### src/rtl/id_fwd_pkg.sv
// Shared constants for the ID operand stage: operand width default,
// register-file address width and instruction register-field positions.
package id_fwd_pkg;

    localparam int XLEN_DEF = 64;
    localparam int RF_AW    = 5;
    localparam int RS1_LSB  = 15;
    localparam int RS2_LSB  = 20;
    localparam int RD_LSB   = 7;

    function automatic logic [RF_AW-1:0] rf_field(input logic [31:0] inst, input int lsb);
        return inst[lsb +: RF_AW];
    endfunction

endpackage

### src/rtl/id_fwd_stage_fwd_mux.sv
// Priority bypass mux for one source operand: the lowest-indexed (youngest)
// port writing the requested register wins, whether or not its data is ready.
module fwd_mux
    import id_fwd_pkg::*;
#(
    parameter int XLEN = XLEN_DEF,
    parameter int NFWD = 4
) (
    input  logic [RF_AW-1:0]      rs_i,
    input  logic [NFWD-1:0]       fwd_we_i,
    input  logic [NFWD-1:0]       fwd_rdy_i,
    input  logic [RF_AW*NFWD-1:0] fwd_waddr_i,
    input  logic [XLEN*NFWD-1:0]  fwd_wdata_i,
    output logic                  hit_o,
    output logic                  rdy_o,
    output logic [XLEN-1:0]       data_o
);

    // Walk oldest to youngest so the youngest match overwrites the rest.
    always_comb begin
        hit_o  = 1'b0;
        rdy_o  = 1'b0;
        data_o = '0;
        for (int i = NFWD - 1; i >= 0; i--) begin
            if (fwd_we_i[i] && (fwd_waddr_i[RF_AW*i +: RF_AW] == rs_i)) begin
                hit_o  = 1'b1;
                rdy_o  = fwd_rdy_i[i];
                data_o = fwd_wdata_i[XLEN*i +: XLEN];
            end
        end
    end

endmodule

### src/rtl/id_fwd_stage.sv
// Decode-side operand stage: IF2->ID register, rs1/rs2 bypass resolution,
// long-op busy scoreboard and hazard stall request.
module id_fwd_stage
    import id_fwd_pkg::*;
#(
    parameter int XLEN = XLEN_DEF,
    parameter int NFWD = 4,
    parameter int PC_W = 32
) (
    input  logic                  clk,
    input  logic                  rst_n,
    input  logic                  flush,
    input  logic                  stall_id,
    input  logic                  stall_ex,
    input  logic                  br_e,
    input  logic                  if_valid,
    input  logic [PC_W-1:0]       if_pc,
    input  logic [31:0]           if_inst,
    input  logic                  dec_use_rs1,
    input  logic                  dec_use_rs2,
    input  logic                  dec_rf_we,
    input  logic                  dec_long,
    output logic [RF_AW-1:0]      rf_raddr1,
    output logic [RF_AW-1:0]      rf_raddr2,
    input  logic [XLEN-1:0]       rf_rdata1,
    input  logic [XLEN-1:0]       rf_rdata2,
    input  logic [NFWD-1:0]       fwd_we,
    input  logic [NFWD-1:0]       fwd_rdy,
    input  logic [RF_AW*NFWD-1:0] fwd_waddr,
    input  logic [XLEN*NFWD-1:0]  fwd_wdata,
    input  logic                  lo_done,
    input  logic [RF_AW-1:0]      lo_waddr,
    output logic                  id_valid,
    output logic [PC_W-1:0]       id_pc,
    output logic [31:0]           id_inst,
    output logic [XLEN-1:0]       src1,
    output logic [XLEN-1:0]       src2,
    output logic                  stallreq_id,
    output logic [31:0]           stall_cnt
);

    logic            valid_q, valid_d;
    logic [PC_W-1:0] pc_q, pc_d;
    logic [31:0]     inst_q, inst_d;
    logic [31:0]     busy_q, busy_d;
    logic [31:0]     stall_cnt_q, stall_cnt_d;

    logic [RF_AW-1:0] rs1, rs2, rd;
    logic             hit1, rdy1, hit2, rdy2;
    logic [XLEN-1:0]  fdata1, fdata2;
    logic             hz1, hz2, hz_sb1, hz_sb2, hz_waw, issue_long;

    assign rs1 = rf_field(inst_q, RS1_LSB);
    assign rs2 = rf_field(inst_q, RS2_LSB);
    assign rd  = rf_field(inst_q, RD_LSB);

    fwd_mux #(.XLEN(XLEN), .NFWD(NFWD)) u_fwd1 (
        .rs_i(rs1), .fwd_we_i(fwd_we), .fwd_rdy_i(fwd_rdy),
        .fwd_waddr_i(fwd_waddr), .fwd_wdata_i(fwd_wdata),
        .hit_o(hit1), .rdy_o(rdy1), .data_o(fdata1)
    );

    fwd_mux #(.XLEN(XLEN), .NFWD(NFWD)) u_fwd2 (
        .rs_i(rs2), .fwd_we_i(fwd_we), .fwd_rdy_i(fwd_rdy),
        .fwd_waddr_i(fwd_waddr), .fwd_wdata_i(fwd_wdata),
        .hit_o(hit2), .rdy_o(rdy2), .data_o(fdata2)
    );

    // x0 is never forwarded and never hazards, whatever a port claims to write.
    assign src1 = (rs1 == '0) ? '0 : (hit1 ? fdata1 : rf_rdata1);
    assign src2 = (rs2 == '0) ? '0 : (hit2 ? fdata2 : rf_rdata2);

    assign hz1    = (rs1 != '0) && hit1 && !rdy1;
    assign hz2    = (rs2 != '0) && hit2 && !rdy2;
    assign hz_sb1 = busy_q[rs1] && !(lo_done && lo_waddr == rs1) && !(hit1 && rdy1);
    assign hz_sb2 = busy_q[rs2] && !(lo_done && lo_waddr == rs2) && !(hit2 && rdy2);
    assign hz_waw = dec_rf_we && (rd != '0) && busy_q[rd] && !(lo_done && lo_waddr == rd);

    assign stallreq_id = valid_q && ((dec_use_rs1 && (hz1 || hz_sb1)) ||
                                     (dec_use_rs2 && (hz2 || hz_sb2)) || hz_waw);
    assign id_valid    = valid_q && !stallreq_id && !flush;
    assign issue_long  = id_valid && !stall_ex && dec_long && dec_rf_we && (rd != '0);

    assign rf_raddr1 = rs1;
    assign rf_raddr2 = rs2;
    assign id_pc     = pc_q;
    assign id_inst   = inst_q;
    assign stall_cnt = stall_cnt_q;

    always_comb begin
        valid_d     = valid_q;
        pc_d        = pc_q;
        inst_d      = inst_q;
        busy_d      = busy_q;
        stall_cnt_d = stall_cnt_q;

        if (flush) begin
            valid_d = 1'b0;
            pc_d    = '0;
            inst_d  = '0;
        end else if (stall_id) begin
            valid_d = valid_q;
        end else if (br_e) begin
            valid_d = 1'b0;
            pc_d    = '0;
            inst_d  = '0;
        end else begin
            valid_d = if_valid;
            pc_d    = if_pc;
            inst_d  = if_inst;
        end

        // Set after clear so a back-to-back long op to the same rd stays busy.
        if (flush) begin
            busy_d = '0;
        end else begin
            if (lo_done) busy_d[lo_waddr] = 1'b0;
            if (issue_long) busy_d[rd] = 1'b1;
        end
        busy_d[0] = 1'b0;

        if (stallreq_id && (stall_cnt_q != 32'hFFFF_FFFF)) stall_cnt_d = stall_cnt_q + 32'd1;
    end

    always_ff @(posedge clk) begin
        if (!rst_n) begin
            valid_q     <= 1'b0;
            pc_q        <= '0;
            inst_q      <= '0;
            busy_q      <= '0;
            stall_cnt_q <= '0;
        end else begin
            valid_q     <= valid_d;
            pc_q        <= pc_d;
            inst_q      <= inst_d;
            busy_q      <= busy_d;
            stall_cnt_q <= stall_cnt_d;
        end
    end

endmodule

### config.mk
export PLATFORM = sky130hd
export DESIGN_NAME = id_fwd_stage
export DESIGN_NICKNAME = d
export VERILOG_FILES = /design/src/rtl/id_fwd_pkg.sv /design/src/rtl/id_fwd_stage_fwd_mux.sv /design/src/rtl/id_fwd_stage.sv
export SDC_FILE = /design/constraint.sdc
export NUM_CORES = 1
export LEC_CHECK = 0
export BUFFER_PORTS_ARGS = -buffer_cell sky130_fd_sc_hd__buf_4
export CAP_MARGIN = 10
export CELL_PAD_IN_SITES_DETAIL_PLACEMENT = 1
export CELL_PAD_IN_SITES_GLOBAL_PLACEMENT = 1
export CORE_AREA = 2 2 280 282
export DETAILED_ROUTE_END_ITERATION = 12
export DIE_AREA = 0 0 282 284
export PLACE_DENSITY = 0.51
export RECOVER_POWER = 25
export SLEW_MARGIN = 20
export SYNTH_ARGS = -nofsm -noshare
export SYNTH_HDL_FRONTEND = slang
export SYNTH_SLANG_ARGS = --single-unit
### constraint.sdc
create_clock -name clk -period 4.6 [get_ports clk]
set_clock_uncertainty 0.2 [all_clocks]
set_input_delay 0.23 -clock clk [delete_from_list [all_inputs] [get_ports clk]]
set_output_delay 0.23 -clock clk [all_outputs]
set_load 0.01 [all_outputs]
* Yosys cells after proc, flatten, opt, wreduce, memory -nomap -nowiden
Cells that the tools add are included.
Cells by class: $add $sub $neg 1, $lt $le $gt $ge 6, equality and inequality tests 12, multiplexer cells 44, bitwise gates (word level) 4, reductions and logical operators 56
Operators by type and width (number):
- $mux W64 | 12
- $mux W32 | 5
- $eq A5 B5 Y1 | 11
- $logic_and A1 B1 Y1 | 36
- $add A32 B1 Y32 const B | 1
- $and A32 B32 Y32 | 1
- $ne A32 B32 Y1 const B | 1
- $not A32 Y32 | 1
- $or A32 B32 Y32 | 1
- $lt A5 B6 Y1 const B | 4
- $mux W1 | 22
- $bmux W1 S5 | 3
- $reduce_bool A5 Y1 | 3
- $demux W1 S5 | 2
- $ge A5 B1 Y1 const B | 2
- $logic_not A1 Y1 | 10
- $logic_not A5 Y1 | 2
- $logic_or A1 B1 Y1 | 4
- $reduce_or A2 Y1 | 1
- $not A1 Y1 | 1
Word-level totals: register bits after elaboration 129, bits of input ports 493, logic and storage cells 129

* Longest topological paths before layout
Gate-level depths: netlist of the first run.
word-level depth 22, mapped depth 13, mapped depth without buffers 9

* By module
A second synthesis of the first run with hierarchy kept.
Second synthesis, totals: cells, all modules 1653, area total of the unflattened synthesis 12826.1 um^2
Modules (own cells, without submodules):
- id_fwd_stage | times used 1, cells an instance 983, area an instance 8206.6 um^2, sequential area each 2562.5 um^2
- fwd_mux | times used 2, cells an instance 335, area an instance 2309.7 um^2, sequential area each 0.0 um^2

* Worst setup path before layout of the first run
Ideal clock, no wire load.
kind flip-flop to flip-flop, start register inst_q[16] (netlist: id_inst[16]), end register stall_cnt_q[1] (netlist: stall_cnt[1]), arrival 2.510 ns, required time 4.268 ns, setup slack 1.758 ns, stages on the path, launching flop included 12, clock period less this slack 2.842 ns, cell sequence dfxtp_1 buf_2 buf_4 mux4_2 a2111oi_1 o32ai_2 a211oi_2 buf_6 buf_4 inv_2 nand3b_1 a21oi_1
Between the ends: cells in the longest elaborated chain, start to end 15, elaborated cells on any way between the ends 35, classes of those cells 5 x eq/ne; 10 x mux; 20 x reduce/logical
Ends and longest elaborated chain:
- start: declaration | RTL line id_fwd_stage.sv:44 | logic [31:0] inst_q, inst_d;
- start signal: assignment | RTL line id_fwd_stage.sv:135 | inst_q <= inst_d;
- $eq A5 B5 Y1 | RTL line id_fwd_stage_fwd_mux.sv:25 | if (fwd_we_i[i] && (fwd_waddr_i[RF_AW*i +: RF_AW] == rs_i)) begin
- $logic_and A1 B1 Y1 | RTL line id_fwd_stage_fwd_mux.sv:25
- $mux W1 (4 in series) | RTL line id_fwd_stage_fwd_mux.sv:25
- $logic_and A1 B1 Y1 | RTL line id_fwd_stage.sv:75 | assign hz_sb1 = busy_q[rs1] && !(lo_done && lo_waddr == rs1) && !(hit1 && rdy1);
- $logic_not A1 Y1 | RTL line id_fwd_stage.sv:75
- $logic_and A1 B1 Y1 | RTL line id_fwd_stage.sv:75
- $logic_or A1 B1 Y1 (*) | RTL line id_fwd_stage.sv:79 | assign stallreq_id = valid_q && ((dec_use_rs1 && (hz1 || hz_sb1)) ||
- $logic_and A1 B1 Y1 (*) | RTL line id_fwd_stage.sv:79
- $logic_or A1 B1 Y1 (*) | RTL line id_fwd_stage.sv:79
- $logic_or A1 B1 Y1 (*) | RTL line id_fwd_stage.sv:80 | (dec_use_rs2 && (hz2 || hz_sb2)) || hz_waw);
- $logic_and A1 B1 Y1 (*) | RTL line id_fwd_stage.sv:79
- via stallreq_id | RTL line id_fwd_stage.sv:38 | output logic stallreq_id,
- $logic_and A1 B1 Y1 (*) | RTL line id_fwd_stage.sv:122 | if (stallreq_id && (stall_cnt_q != 32'hFFFF_FFFF)) stall_cnt_d = stall_cnt_q + 32'd1;
- end signal: assignment | RTL line id_fwd_stage.sv:137 | stall_cnt_q <= stall_cnt_d;
- end: declaration | RTL line id_fwd_stage.sv:46 | logic [31:0] stall_cnt_q, stall_cnt_d;
The timed path passes the listed nets; every way through them passes the cells marked *. The select of a mux whose other input is x is not followed. A chain may end at the register's enable or synchronous reset.

* Final worst setup path of the first run
start register inst_q[15] (netlist: id_inst[15]), end output port stallreq_id
Between the ends: cells in the longest elaborated chain, start to end 14, elaborated cells on any way between the ends 34, classes of those cells 5 x eq/ne; 10 x mux; 19 x reduce/logical
Ends and longest elaborated chain (RTL line):
- $eq A5 B5 Y1 | id_fwd_stage_fwd_mux.sv:25
- $logic_and A1 B1 Y1 | id_fwd_stage_fwd_mux.sv:25
- $mux W1 (4 in series) | id_fwd_stage_fwd_mux.sv:25
- $logic_and A1 B1 Y1 | id_fwd_stage.sv:75
- $logic_not A1 Y1 | id_fwd_stage.sv:75
- $logic_and A1 B1 Y1 | id_fwd_stage.sv:75
- $logic_or A1 B1 Y1 (*) | id_fwd_stage.sv:79
- $logic_and A1 B1 Y1 (*) | id_fwd_stage.sv:79
- $logic_or A1 B1 Y1 (*) | id_fwd_stage.sv:79
- $logic_or A1 B1 Y1 (*) | id_fwd_stage.sv:80
- $logic_and A1 B1 Y1 (*) | id_fwd_stage.sv:79
- end: declaration | id_fwd_stage.sv:38
Every way passes the cells marked *; elsewhere a longest branch is shown, timed or not. The select of a mux whose other input is x is not followed.

==> impl_metrics.json, run 1 <==
{
  "arrival_ps": 3810,
  "hold_ws_ps": 59.2,
  "first_global_vias": 16756,
  "vias": 16159,
  "async_reset_ff_share_pct": 0,
  "dr.pass1.iters": 5,
  "multi_input_comb_area_sq_mm": 0.00807,
  "use_met3_pct": 6.97,
  "num_io_pins": 729,
  "seqPwrFrac_pct": 31.0,
  "ys_types": 65,
  "p_per_area_mw_per_mm2": 195,
  "crit_path_max_fanout": 56,
  "hp-class": "in2reg",
  "syn_area_sq_mm": 0.0114,
  "synth_top_area_share_pct": 22.5,
  "pre_cts_ws_ps": 760,
  "hold_viol": 0,
  "wl_per_cell_um": 30.0,
  "worstPathCellList": "buf_4, mux4_2, a2111oi_1, o32ai_2, a211oi_4, buf_4, inv_2, buf_4",
  "status": "finished with violations",
  "met2_usage_pct": 39.7,
  "violations": "max-capacitance violations, max-slew violations",
  "dp_cells": 3103,
  "combPwrFrac_pct": 30.4,
  "setup_violations": 0,
  "path_clk_slew_ps": 60,
  "num-fill-cells": 9299,
  "netlist_instances": 1467,
  "ys_seq_elements": 128,
  "end_kind": "output pin",
  "grt_pass1_wl_um": 132000,
  "grt_busiest_layer": "met2",
  "clk_path_buf_depth": 2,
  "startpoint_type": "register",
  "grtUsageMet1_pct": 24.8,
  "worstSkewPairLatency_ps": 440,
  "grt_overflow": 0,
  "critPathSlowestCell": "a2111oi_1",
  "rrSetupSlack_ps": 770,
  "initial_core_util_pct": 14.8,
  "crit_buf_inv": 4,
  "ys_seq_area_share_pct": 22.5,
  "post_cts_buffers": 0,
  "worst-setup-path-type": "reg2out",
  "antenna_left": 0,
  "fmax_mhz": 236,
  "synthTopCellsByArea": "dfxtp_1 23%, o221ai_1 9.8%, o22ai_1 7.3%, mux2_2 6.6%, nor2_1 6.5%",
  "fin_ws_ps": 360,
  "syn_nets": 1961,
  "layout_common_cells": "682 x buf_4, 194 x nor2_1, 132 x o22ai_1, 128 x o221ai_1, 128 x dfxtp_1",
  "tightest_slew_ps": 3200,
  "placed_area_sq_mm": 0.0179,
  "cts_sinks": 128,
  "fin_crit_sh_pct": 92.2,
  "syn_area_per_cell_sq_um": 7.76,
  "maxSlewViolCount": 66,
  "slowest_delay_ps": 650,
  "via_per_inst": 5.02,
  "crit_family": "compound AO/OA/AOI/OAI gates",
  "design_area_sq_mm": 0.0188,
  "drt_iter0_markers": 1037,
  "area_delta_synth_final_pct": 65.6,
  "final_common_cell": "buf_4",
  "htreeDepth": 4,
  "port_buffers": 728,
  "maxCapViolCount": 1,
  "postCtsResizedCells": 0,
  "synth_enable_flop_cells": 0,
  "p_sw_mw": 1.18,
  "seq_area_sq_mm": 0.00256,
  "ys_warn_count": 0,
  "cts_inserted_buffers": 17,
  "drc_errors": 0,
  "crit_path_frequent_cell": "buf_4",
  "p_leak_nw": 7.20,
  "layout.nets": 2642,
  "rsz0062_at_grt": "no",
  "worstPathRequired_ps": 4170,
  "fin_tns_setup_ps": 0,
  "slew_headroom_pct": -113,
  "die-area_sq_mm": 0.0801,
  "gp_congestion": 0.987,
  "intPower_mw": 2.49,
  "cts-root-buf": "clkbuf_16",
  "p_total_mw": 3.67,
  "die_w_um": 282,
  "final_util_pct": 24.5,
  "pwr-share-clk_pct": 38.6,
  "dpl.hpwl_um": 77200,
  "drive_above_1_share_pct": 38.5,
  "die_y_um": 284,
  "coreArea_sq_mm": 0.0770,
  "switching_share_pct": 32.2,
  "yosysTopAreaCell": "dfxtp_1",
  "cts_tree": "done",
  "synthFlopType": "dfxtp_1",
  "final_cells": 3219,
  "peakVddDrop_uv": 269,
  "ctsHoldBuffers": 66,
  "grt_antenna_before_repair": 32,
  "grt_usage_pct": 22.9,
  "rows": 102,
  "routed_wl_um": 96700,
  "finalCriticalPeriod_ps": 4240,
  "grt_max_degree": 129
}
power groups by stage:
stage,clock (mW),sequential [mW],combinational (mW)
4_1_cts,1.46,1.14,1.13
2_1_floorplan,0,1.16,0.358
3_3_place_gp,0,1.16,1.07
5_1_grt,1.50,1.14,1.18
6_report,1.42,1.14,1.12
3_5_place_dp,0,1.16,1.08
logic make-up after synthesis:
kind of cell	after synthesis	share of synthesized area, %
mux	107	12.0
fa+ha+maj	1	0.110
compound gates	597	36.6
flops	128	22.5
simple gates	387	17.0
buf+inv	192	7.59
xor+xnor	55	4.23
synth_stat cells (all sizes together), types with 2 or more instances:
| library cell | number |
|---|---|
| o221ai | 128 |
| nand4 | 15 |
| o311ai | 2 |
| clkbuf | 131 |
| o211ai | 33 |
| or3b | 5 |
| nand2b | 14 |
| nand3b | 12 |
| nor2 | 196 |
| nand4b | 2 |
| o2111ai | 2 |
| nor4 | 14 |
| nor3 | 8 |
| nor3b | 3 |
| or3 | 8 |
| and4 | 4 |
| dfxtp | 128 |
| or4 | 16 |
| xor2 | 32 |
| and2 | 4 |
| a211oi | 58 |
| o31ai | 16 |
| o21ai | 47 |
| o22ai | 132 |
| nor4b | 2 |
| nand2 | 39 |
| a21oi | 97 |
| o211a | 3 |
| a22oi | 64 |
| mux2i | 23 |
| inv | 9 |
| and3 | 12 |
| nor2b | 3 |
| a41oi | 3 |
| mux4 | 17 |
| mux2 | 67 |
| xnor2 | 23 |
| buf | 52 |
| o41ai | 2 |
| nand3 | 26 |
final cells by class:
type	instances	share of cell area, %
clock buffer	18	2.33
clock inverter	14	0.823
sequential	128	13.6
multi-input combinational	1147	42.8
timing repair buffer	845	33.1
tap	1040	6.90
antenna	18	0.239
inverter	9	0.179
state kept, by name, summed over array words and instances (netlist names):
register,cells
id_inst,32
id_pc,32
stall_cnt,32
busy_q,31
valid_q,1
worst reg2reg max path, cell delays in order, from the launching register on:
cell      delay (ps)
dfxtp_1          770
buf_4            360
xor2_1           110
nor4_2           540
nand3_4          170
o211ai_1         250
o211a_1          210
a211oi_4          80
buf_4            320
or4_1            580
a21oi_1          150
metal layers:
layer  wire length [um]  vias up  part of all wire (%)
li1                   -     7186                     -
met1              35700     8034                    37
met2              47700      757                    49
met3               8070      162                   8.3
met4               5090       20                   5.3
met5                130        -                  0.13
worst paths after layout:
path	endpoint	from	cells after the start
worst max-delay path	stallreq_id	id_inst[15]	8
worst min-delay path	id_pc[30]	if_pc[30]	4
worst max register to register	stall_cnt[24]	id_inst[16]	10
worst min register to register	stall_cnt[20]	stall_cnt[20]	2
Power figures use the tool's default switching activity.
==> run 2, diff against run 1 <==
--- a/config.mk
+++ b/config.mk
@@ -5,14 +5,15 @@
 export SDC_FILE = /design/constraint.sdc
 export NUM_CORES = 1
 export LEC_CHECK = 0
+export ABC_AREA = 1
 export BUFFER_PORTS_ARGS = -buffer_cell sky130_fd_sc_hd__buf_4
 export CAP_MARGIN = 10
 export CELL_PAD_IN_SITES_DETAIL_PLACEMENT = 1
 export CELL_PAD_IN_SITES_GLOBAL_PLACEMENT = 1
-export CORE_AREA = 2 2 280 282
+export CORE_AREA = 2 2 285 287
 export DETAILED_ROUTE_END_ITERATION = 12
-export DIE_AREA = 0 0 282 284
-export PLACE_DENSITY = 0.51
+export DIE_AREA = 0 0 287 289
+export PLACE_DENSITY = 0.55
 export RECOVER_POWER = 25
 export SLEW_MARGIN = 20
 export SYNTH_ARGS = -nofsm -noshare
==> impl_metrics.json, run 2 <==
{
  "multi_input_comb_area_sq_mm": 0.00870,
  "die_w_um": 287,
  "synth.most_common_cell": "nand2_1",
  "path_clk_slew_ps": 70,
  "status": "finished, final reports clean",
  "synthTopCellsByArea": "dfxtp_1 20%, nand2_1 16%, a21oi_1 13%, o21ai_0 6.7%, inv_1 4.9%",
  "slew_headroom_pct": 13.7,
  "peakVddDrop_uv": 258,
  "crit_path_max_fanout": 27,
  "hold_ws_ps": 26.1,
  "rr_worst_depth": 15,
  "fin_crit_sh_pct": 93.4,
  "drc_errors": 0,
  "maxCapViolCount": 0,
  "synth_common_cells": "558 x nand2_1, 324 x a21oi_1, 173 x o21ai_0",
  "syn_nets": 2709,
  "area_delta_synth_final_pct": 59.7,
  "synthMuxAreaShare_pct": 0,
  "first_global_vias": 19627,
  "worstSkewPairLatency_ps": 440,
  "port_buffers": 728,
  "min_from": "br_e",
  "coreArea_sq_mm": 0.0799,
  "postCtsResizedCells": 0,
  "yosysTopAreaCell": "dfxtp_1",
  "ys_warn_count": 0,
  "drt_iter0_markers": 1177,
  "via_per_inst": 4.84,
  "seq_area_sq_mm": 0.00256,
  "dpl.hpwl_um": 85900,
  "fin_tns_setup_ps": 0,
  "async_reset_ff_share_pct": 0,
  "grt_overflow": 0,
  "hold_viol": 0,
  "rr_startpoint": "id_inst[20]",
  "vias": 19368,
  "tightest_slew_ps": 1290,
  "grt_pass1_wl_um": 148000,
  "hp-class": "in2reg",
  "cts_inserted_buffers": 17,
  "ctsHoldBuffers": 87,
  "rsz0062_at_grt": "no",
  "synth_simple_gate_area_share_pct": 31.5,
  "min_to": "id_pc[1]",
  "finalCriticalPeriod_ps": 4300,
  "layout_common_cells": "695 x buf_4, 558 x nand2_1, 324 x a21oi_1, 173 x o21ai_0, 166 x inv_1",
  "p_leak_nw": 8.57,
  "worst-setup-path-type": "reg2out",
  "final_common_cell": "buf_4",
  "synthFlopType": "dfxtp_1",
  "ys_seq_elements": 128,
  "gp_congestion": 0.947,
  "worstPathRequired_ps": 4170,
  "grt_usage_pct": 24.7,
  "p_per_area_mw_per_mm2": 183,
  "clk_path_buf_depth": 2,
  "setup_violations": 0,
  "synth_top_area_share_pct": 20.0,
  "die-area_sq_mm": 0.0829,
  "routed_wl_um": 108000,
  "rrSetupSlack_ps": 1050,
  "synth_top_family_by_area": "compound AO/OA/AOI/OAI gates",
  "maxSlewViolCount": 0,
  "syn_area_per_cell_sq_um": 5.79,
  "grt_antenna_before_repair": 20,
  "die_y_um": 289,
  "cts-root-buf": "clkbuf_16",
  "synth_fa_ha_area_share_pct": 0.0975,
  "dr.pass1.iters": 5,
  "synth_compound_area_share_pct": 33.1,
  "cts_sinks": 128,
  "wl_per_cell_um": 26.9,
  "end_kind": "output pin",
  "initial_core_util_pct": 16.1,
  "layout.nets": 3416,
  "htreeDepth": 4,
  "antenna_left": 0,
  "drive_above_1_share_pct": 27.1,
  "startpoint_type": "register",
  "num_io_pins": 729,
  "cts_tree": "done",
  "synth_enable_flop_cells": 0,
  "netlist_instances": 2215,
  "whs_path_depth": 4,
  "post_cts_buffers": 0,
  "ys_types": 42,
  "rows": 104,
  "r2r_end": "stall_cnt[3]",
  "grt_max_degree": 92,
  "synth-xor-area-share_pct": 2.46,
  "fmax_mhz": 233,
  "ys_seq_area_share_pct": 20.0,
  "num-fill-cells": 10219,
  "arrival_ps": 3870,
  "syn_area_sq_mm": 0.0128
}
## run 2: cell types whose count changed after synthesis, moves of 56 or more
cell      delta
nand4_1     +57
nand3_1     +56
inv_1      +159
o221ai_1    -64
o22ai_1     -80
a21oi_1    +227
nand2_1    +519
a22oi_1     -63
mux2_2      -67
o21ai_0    +133
## run 2: report_power, final
group | total (mW) | leakage [nW] | switching [mW] | internal (mW)
combinational | 1.20 | 7.27 | 0.667 | 0.537
sequential | 1.13 | 1.03 | 0.0140 | 1.12
clock | 1.40 | 0.275 | 0.581 | 0.821
## run 2: worst max-delay path: stages (launching register included)
cell	delay [ps]
dfxtp_1	710
nand2_1	140
a22oi_1	270
nand3_2	340
nand2_1	260
nand2_2	80
inv_2	500
nand2_1	100
a211oi_1	740
buf_4	260
## run 2: layout make-up
cell class                 instances  share of cell area, %
multi-input combinational       1709                   42.5
timing repair buffer             880                   32.1
sequential                       128                   12.5
tap                             1060                   6.47
inverter                         186                   3.45
clock buffer                      19                   2.16
clock inverter                    13                  0.745
antenna                           10                  0.122
## run 2: cell families (layout without fill, tap and decap cells)
group / after synthesis / count (layout)
fa+ha+maj: 1 / 1
xor+xnor: 36 / 36
simple gates: 941 / 941
flops: 128 / 128
other cells: 0 / 10
compound gates: 731 / 731
buf+inv: 378 / 1098
## run 2: metrics by stage
stage                     std cells  total power [mW]  util (%)  area (sq um)  worst slack (ps)
after global routing           4000              3.89      25.6         20500               118
final                          4005              3.74      25.6         20500               303
after global placement         3876              2.31      24.2         19300               671
after CTS                      3995              3.78      26.0         20800               171
after floorplan                2215              1.54         -         12800              2230
after detailed placement       3876              2.31      24.2         19300               672
## run 2: how the worst max path moves through the flow
stage | startpoint | endpoint | slack (ps) | cells after the start
after global placement | id_inst[19] | src1[43] | 670 | 9
after global routing | id_inst[19] | src1[43] | 120 | 9
after detailed placement | id_inst[19] | src1[43] | 670 | 9
after CTS | id_inst[19] | src1[43] | 170 | 9
after floorplan | id_inst[23] | src2[53] | 2230 | 11
final | id_inst[19] | src1[43] | 300 | 9
## run 2: metal layers
metal / track usage (%) / vias up / wire length, um
met1: 27.7 / 9391 / 41100
met5: 0 / - / 137
li1: - / 9061 / -
met4: 12.8 / 22 / 5390
met3: 7.45 / 141 / 8960
met2: 42.2 / 753 / 52200
